### config.mk
export PLATFORM = sky130hd
export DESIGN_NAME = llc_rst_flush_sequencer_flat
export DESIGN_NICKNAME = d
export VERILOG_FILES = /design/src/rtl/llc_rst_flush_sequencer_pkg.sv /design/src/rtl/llc_rst_flush_sequencer_if.sv /design/src/rtl/llc_rst_flush_sequencer.sv /design/src/flat_wrapper.sv
export SDC_FILE = /design/constraint.sdc
export NUM_CORES = 1
export LEC_CHECK = 0
export CAP_MARGIN = 30
export CORE_AREA = 2 2 39 41
export DETAILED_ROUTE_END_ITERATION = 12
export DIE_AREA = 0 0 41 43
export GPL_TIMING_DRIVEN = 1
export PLACE_DENSITY = 0.69
export SLEW_MARGIN = 25
export SYNTH_ARGS = -nofsm -noshare
export SYNTH_HDL_FRONTEND = slang
export SYNTH_SLANG_ARGS = --single-unit
### constraint.sdc
create_clock -name clk -period 1.8 [get_ports clk]
set_input_delay 0.36 -clock clk [delete_from_list [all_inputs] [get_ports clk]]
set_output_delay 0.36 -clock clk [all_outputs]
set_load 0.1 [all_outputs]
### src/rtl/llc_rst_flush_sequencer_pkg.sv
// llc_rst_flush_sequencer_pkg: LLC set geometry and sequencer FSM states
package llc_rst_flush_sequencer_pkg;
    localparam int LLC_SET_BITS = 2;
    typedef logic [LLC_SET_BITS-1:0] llc_set_t;
    typedef enum logic [1:0] {IDLE, RUN, RESP} llc_rf_state_t;
endpackage

### src/rtl/llc_rst_flush_sequencer_if.sv
// llc_rst_flush_sequencer_if: command, set-issue, stall and response channels of the sequencer
interface llc_rst_flush_sequencer_if
    import llc_rst_flush_sequencer_pkg::*;
#(
    parameter int SET_BITS = LLC_SET_BITS
);
    logic                rst_tb_valid;
    logic                rst_tb_ready;
    logic                rst_tb_is_flush;
    logic                set_req_valid;
    logic                set_req_ready;
    logic                set_req_is_flush;
    logic [SET_BITS-1:0] set_idx;
    logic                set_done;
    logic                rst_stall;
    logic                flush_stall;
    logic                done_valid;
    logic                done_ready;
    logic                busy;
    logic                protocol_err;

    modport master (
        input  rst_tb_valid, rst_tb_is_flush, set_req_ready, set_done, done_ready,
        output rst_tb_ready, set_req_valid, set_req_is_flush, set_idx, rst_stall, flush_stall,
               done_valid, busy, protocol_err
    );

    modport slave (
        output rst_tb_valid, rst_tb_is_flush, set_req_ready, set_done, done_ready,
        input  rst_tb_ready, set_req_valid, set_req_is_flush, set_idx, rst_stall, flush_stall,
               done_valid, busy, protocol_err
    );
endinterface

### src/rtl/llc_rst_flush_sequencer.sv
// llc_rst_flush_sequencer: sweeps every LLC set for reset/flush with bounded outstanding sets
module llc_rst_flush_sequencer
    import llc_rst_flush_sequencer_pkg::*;
#(
    parameter int SET_BITS        = LLC_SET_BITS,
    parameter int MAX_OUTSTANDING = 1
) (
    input logic                       clk,
    input logic                       rst,
    llc_rst_flush_sequencer_if.master bus
);
    localparam int OW = $clog2(MAX_OUTSTANDING + 1);

    llc_rf_state_t     state, state_n;
    logic [SET_BITS:0] issue_cnt, done_cnt;
    logic [OW-1:0]     outst;
    logic              is_flush_q;
    logic              err_q;
    logic              accept, issue, done_ok, last_done;

    assign accept    = bus.rst_tb_valid & bus.rst_tb_ready;
    assign issue     = bus.set_req_valid & bus.set_req_ready;
    assign done_ok   = bus.set_done & (outst != '0);
    // issue_cnt/done_cnt MSB means all 2**SET_BITS sets have been counted
    assign last_done = done_ok & (done_cnt == (SET_BITS+1)'((1 << SET_BITS) - 1));

    assign bus.rst_tb_ready     = (state == IDLE) & !rst;
    assign bus.set_req_valid    = (state == RUN) & !issue_cnt[SET_BITS] & (outst < OW'(MAX_OUTSTANDING));
    assign bus.set_idx          = issue_cnt[SET_BITS-1:0];
    assign bus.set_req_is_flush = is_flush_q;
    assign bus.rst_stall        = (state == RUN) & !is_flush_q;
    assign bus.flush_stall      = (state == RUN) & is_flush_q;
    assign bus.done_valid       = state == RESP;
    assign bus.busy             = state != IDLE;
    assign bus.protocol_err     = err_q;

    always_comb begin
        state_n = state;
        case (state)
            IDLE:    state_n = accept ? RUN : IDLE;
            RUN:     state_n = last_done ? RESP : RUN;
            RESP:    state_n = bus.done_ready ? IDLE : RESP;
            default: state_n = IDLE;
        endcase
    end

    always_ff @(posedge clk) begin
        if (rst) begin
            state      <= IDLE;
            issue_cnt  <= '0;
            done_cnt   <= '0;
            outst      <= '0;
            is_flush_q <= 1'b0;
            err_q      <= 1'b0;
        end else begin
            state <= state_n;
            err_q <= err_q | (bus.set_done & (outst == '0));
            if (accept) begin
                issue_cnt  <= '0;
                done_cnt   <= '0;
                outst      <= '0;
                is_flush_q <= bus.rst_tb_is_flush;
            end else begin
                issue_cnt <= issue_cnt + (SET_BITS+1)'(issue);
                done_cnt  <= done_cnt + (SET_BITS+1)'(done_ok);
                outst     <= outst + OW'(issue) - OW'(done_ok);
            end
        end
    end
endmodule

### src/flat_wrapper.sv
// flat-port wrapper written by rule: the top's interface ports become plain ports
module llc_rst_flush_sequencer_flat import llc_rst_flush_sequencer_pkg::*;
#(
    parameter int SET_BITS        = LLC_SET_BITS,
    parameter int MAX_OUTSTANDING = 1
)
  (clk, rst, bus_rst_tb_valid, bus_rst_tb_is_flush, bus_set_req_ready, bus_set_done, bus_done_ready, bus_rst_tb_ready, bus_set_req_valid, bus_set_req_is_flush, bus_set_idx, bus_rst_stall, bus_flush_stall, bus_done_valid, bus_busy, bus_protocol_err);
  llc_rst_flush_sequencer_if #(.SET_BITS(SET_BITS)) bus_i ();
  input logic clk;
  input logic rst;
  input wire logic [$bits(bus_i.rst_tb_valid)-1:0] bus_rst_tb_valid;
  input wire logic [$bits(bus_i.rst_tb_is_flush)-1:0] bus_rst_tb_is_flush;
  input wire logic [$bits(bus_i.set_req_ready)-1:0] bus_set_req_ready;
  input wire logic [$bits(bus_i.set_done)-1:0] bus_set_done;
  input wire logic [$bits(bus_i.done_ready)-1:0] bus_done_ready;
  output wire logic [$bits(bus_i.rst_tb_ready)-1:0] bus_rst_tb_ready;
  output wire logic [$bits(bus_i.set_req_valid)-1:0] bus_set_req_valid;
  output wire logic [$bits(bus_i.set_req_is_flush)-1:0] bus_set_req_is_flush;
  output wire logic [$bits(bus_i.set_idx)-1:0] bus_set_idx;
  output wire logic [$bits(bus_i.rst_stall)-1:0] bus_rst_stall;
  output wire logic [$bits(bus_i.flush_stall)-1:0] bus_flush_stall;
  output wire logic [$bits(bus_i.done_valid)-1:0] bus_done_valid;
  output wire logic [$bits(bus_i.busy)-1:0] bus_busy;
  output wire logic [$bits(bus_i.protocol_err)-1:0] bus_protocol_err;
  assign bus_i.rst_tb_valid = bus_rst_tb_valid;
  assign bus_i.rst_tb_is_flush = bus_rst_tb_is_flush;
  assign bus_i.set_req_ready = bus_set_req_ready;
  assign bus_i.set_done = bus_set_done;
  assign bus_i.done_ready = bus_done_ready;
  assign bus_rst_tb_ready = bus_i.rst_tb_ready;
  assign bus_set_req_valid = bus_i.set_req_valid;
  assign bus_set_req_is_flush = bus_i.set_req_is_flush;
  assign bus_set_idx = bus_i.set_idx;
  assign bus_rst_stall = bus_i.rst_stall;
  assign bus_flush_stall = bus_i.flush_stall;
  assign bus_done_valid = bus_i.done_valid;
  assign bus_busy = bus_i.busy;
  assign bus_protocol_err = bus_i.protocol_err;
  llc_rst_flush_sequencer #(.SET_BITS(SET_BITS), .MAX_OUTSTANDING(MAX_OUTSTANDING)) u_core (.clk(clk), .rst(rst), .bus(bus_i));
endmodule
==> results of run 1 <==
## cell families (layout without fill, tap and decap cells)
| kind of cell | count (synthesis) | count (layout) | synth area share |
|---|---|---|---|
| AND/OR/NAND/NOR | 25 | 25 | 0.311 |
| multiplexers | 1 | 1 | 0.0195 |
| AO/OA/AOI/OAI | 4 | 4 | 0.0584 |
| flip-flops | 11 | 11 | 0.428 |
| adder cells (fa/ha/maj) | 4 | 4 | 0.0973 |
| XOR/XNOR | 2 | 2 | 0.0341 |
| buffers and inverters | 5 | 23 | 0.0511 |
## stage by stage
step | cells | hold WS [ns] | setup TNS, ns
floorplan | 52 | 0.484 | -2.33
CTS | 86 | 0.531 | 0
finish | 86 | 0.525 | 0
global placement | 82 | 0.506 | 0
detailed placement | 82 | 0.519 | 0
global route | 86 | 0.569 | 0
## metal layers
layer / part of all wire / global-route usage / up-vias
met2: 0.48 / 0.203 / 17
met4: 0.029 / 0.100 / 0
li1: - / - / 207
met5: 0 / 0 / -
met3: 0.082 / 0.0366 / 4
met1: 0.41 / 0.156 / 162
## path summary, 6_finish.rpt
check / endpoint / slack (ns) / depth (start not counted)
setup / recovery: bus_done_valid / 0.23 / 2
hold / removal: u_core.state[1]$_SDFF_PP0_ / 0.53 / 2
setup reg to reg: u_core.issue_cnt[1]$_SDFF_PP0_ / 0.31 / 5
hold reg to reg: u_core.state[1]$_SDFF_PP0_ / 0.53 / 2
## where the power goes
part           internal [mW]  switching [mW]
clock network         0.0861          0.0877
registers              0.251          0.0108
logic                 0.0751           0.113
## state kept, by name, indices dropped and copies added (netlist names)
register	count
u_core.done_cnt	3
u_core.issue_cnt	3
u_core.state	2
u_core.bus.protocol_err	1
u_core.bus.set_req_is_flush	1
u_core.outst	1
## tightest hold or removal path: stages, from the launching register on
cell and delay (ns):
sky130_fd_sc_hd__dfxtp_1 0.32, sky130_fd_sc_hd__nand4_1 0.10, sky130_fd_sc_hd__o31ai_1 0.07
## Yosys cell counts, drive strengths merged, types with 2 or more instances
cell type,count,area [µm²]
nor2,10,37.5
xnor2,2,17.5
and2,6,40.0
ha,4,50.1
dfxtp,11,220
nor3b,2,20.0
nor2b,2,12.5
inv,2,7.51
buf,2,15.0
## cell type report
class	count	area, µm²	share of cell area
sequential	11	225	0.262
clock buffer	4	26.3	0.0306
multi-input combinational	36	312	0.363
timing repair buffer	17	268	0.312
inverter	2	7.51	0.00875
tap	16	20.0	0.0233
==> reports/results.tsv, run 1 <==
metric	value	unit
mean routed wirelength per cell	11.2	µm
num rows	14	
number of flops mapped to enable cells by yosys	0	
cell area after layout	858	µm²
final number of max-transition violations	0	
clock insertion delay at the later pin of the skew report	0.27	ns
post-CTS resize count	0	
hold buffer count at CTS	0	
leading cell type in the layout, fill and taps excluded	sky130_fd_sc_hd__buf_12	
initial antenna violation count	0	
share of synthesized flip-flops with an asynchronous set or reset	0	
portion of the clock cycle consumed by the worst path in the final layout	0.873	
cell chosen for the clock root	sky130_fd_sc_hd__clkbuf_4	
Tmin final	1.57	ns
startpoint type of the worst setup path	flip-flop	
Avg Cell Area, Syn	9.89	µm²
Synth cell types	22	
net count after synthesis	63	
CP arrival	1.21	ns
Antenna Cells	0	
Crit Path Max Fanout	8	
worst reg2reg startpoint	u_core.outst$_SDFF_PP0_	
number of remaining DRC errors	0	
kind of path behind the tightest hold check	reg -> reg	
Crit path largest cell delay	0.44	ns
Worst Setup Path Type	reg -> out	
HPWL reported at the end of detailed placement	764	µm
highest ir drop seen on vdd	0.630	mV
Slew @ Worst Pin	0.312	ns
Yosys reg bits	11	
vias in the first global route	359	
floorplan core area	1380	µm²
synth warn	0	
layout filler cell count	112	
Final #Nets	82	
Post-Synthesis Cells	52	
clock tree from TritonCTS	yes	
origin of the worst setup path	u_core.state[1]$_SDFF_PP0_	
chip height	43	µm
die width	41	µm
Top FF cell, synth	sky130_fd_sc_hd__dfxtp_1	
Clock Pin Slew Worst Setup and Hold Paths	0.07	ns
largest buffer count on any clock path	2	
overall routed net length	964	µm
total number of vias	390	
total power consumption of the routed design	623	µW
maximum capacitance violations	0	
final-report setup violation count	0	
DRC marker count from the first detailed-route iteration	8	
antenna-violating nets left	0	
kind of end point of the critical path	output pin	
cell breakdown of the critical path	nor2b_1, buf_12	
router iterations before antenna repair	2	
clock buffer count from CTS	3	
number of endpoints with negative hold slack in the final report	0	
setup repair after global routing missed its margin	false	
leakage power total	0.362	nW
GR Util All Layers	0.136	
fmax	0.637	GHz
pin count of the biggest net entering global routing	9	
library cell contributing the largest single delay on the critical path	sky130_fd_sc_hd__dfxtp_2	
Data required, critical path	1.44	ns
global placer's final weighted congestion	0.719	
global-route wire length before repair	1530	µm
category of cells accounting for the largest share of critical-path delay	flip-flops	
Syn-to-layout area delta	66.9	%
DIE AREA	1760	µm²
count of pins on the block boundary	17	
startpoint of the lowest-slack hold path	u_core.done_cnt[0]$_SDFF_PP0_	
effective utilization at floorplan	0.372	
slack of the critical path	0.229	ns
Avg Vias per Cell	4.53	
H-tree lvl count	1	
share of synthesized area occupied by flip-flops and latches	0.428	
final design utilization	0.620	
Placement Setup Slack	0.113	ns
result of the run	finished clean	
fraction of layout instances using a drive strength above 1	0.371	
Post-CTS Setup Bufs	0	
Port Buffers	16	
CTS sink cnt	11	
most frequent cells in the layout	10 x sky130_fd_sc_hd__buf_12, 9 x sky130_fd_sc_hd__nor2_1, 7 x sky130_fd_sc_hd__dfxtp_1	
power density over cell area	726	nW/µm²
total cell area at the placement stage	832	µm²
worst slew margin relative to its limit	0.791	
skew final	0.000578	ns
overall overflow remaining after global route	0	
total buffers and inverters traversed by the critical path	1	
summed instance area of the synthesized netlist	514	µm²
(Power assumes the default switching activity.)
==> inputs of run 2 (changes only) <==
--- a/config.mk
+++ b/config.mk
@@ -5,8 +5,9 @@
 export SDC_FILE = /design/constraint.sdc
 export NUM_CORES = 1
 export LEC_CHECK = 0
-export CAP_MARGIN = 30
+export CAP_MARGIN = 20
 export CORE_AREA = 2 2 39 41
+export CTS_CLUSTER_DIAMETER = 50
 export DETAILED_ROUTE_END_ITERATION = 12
 export DIE_AREA = 0 0 41 43
 export GPL_TIMING_DRIVEN = 1
==> results of run 2 <==
The final DEF is identical to that of run 1; final timing and power are the same.
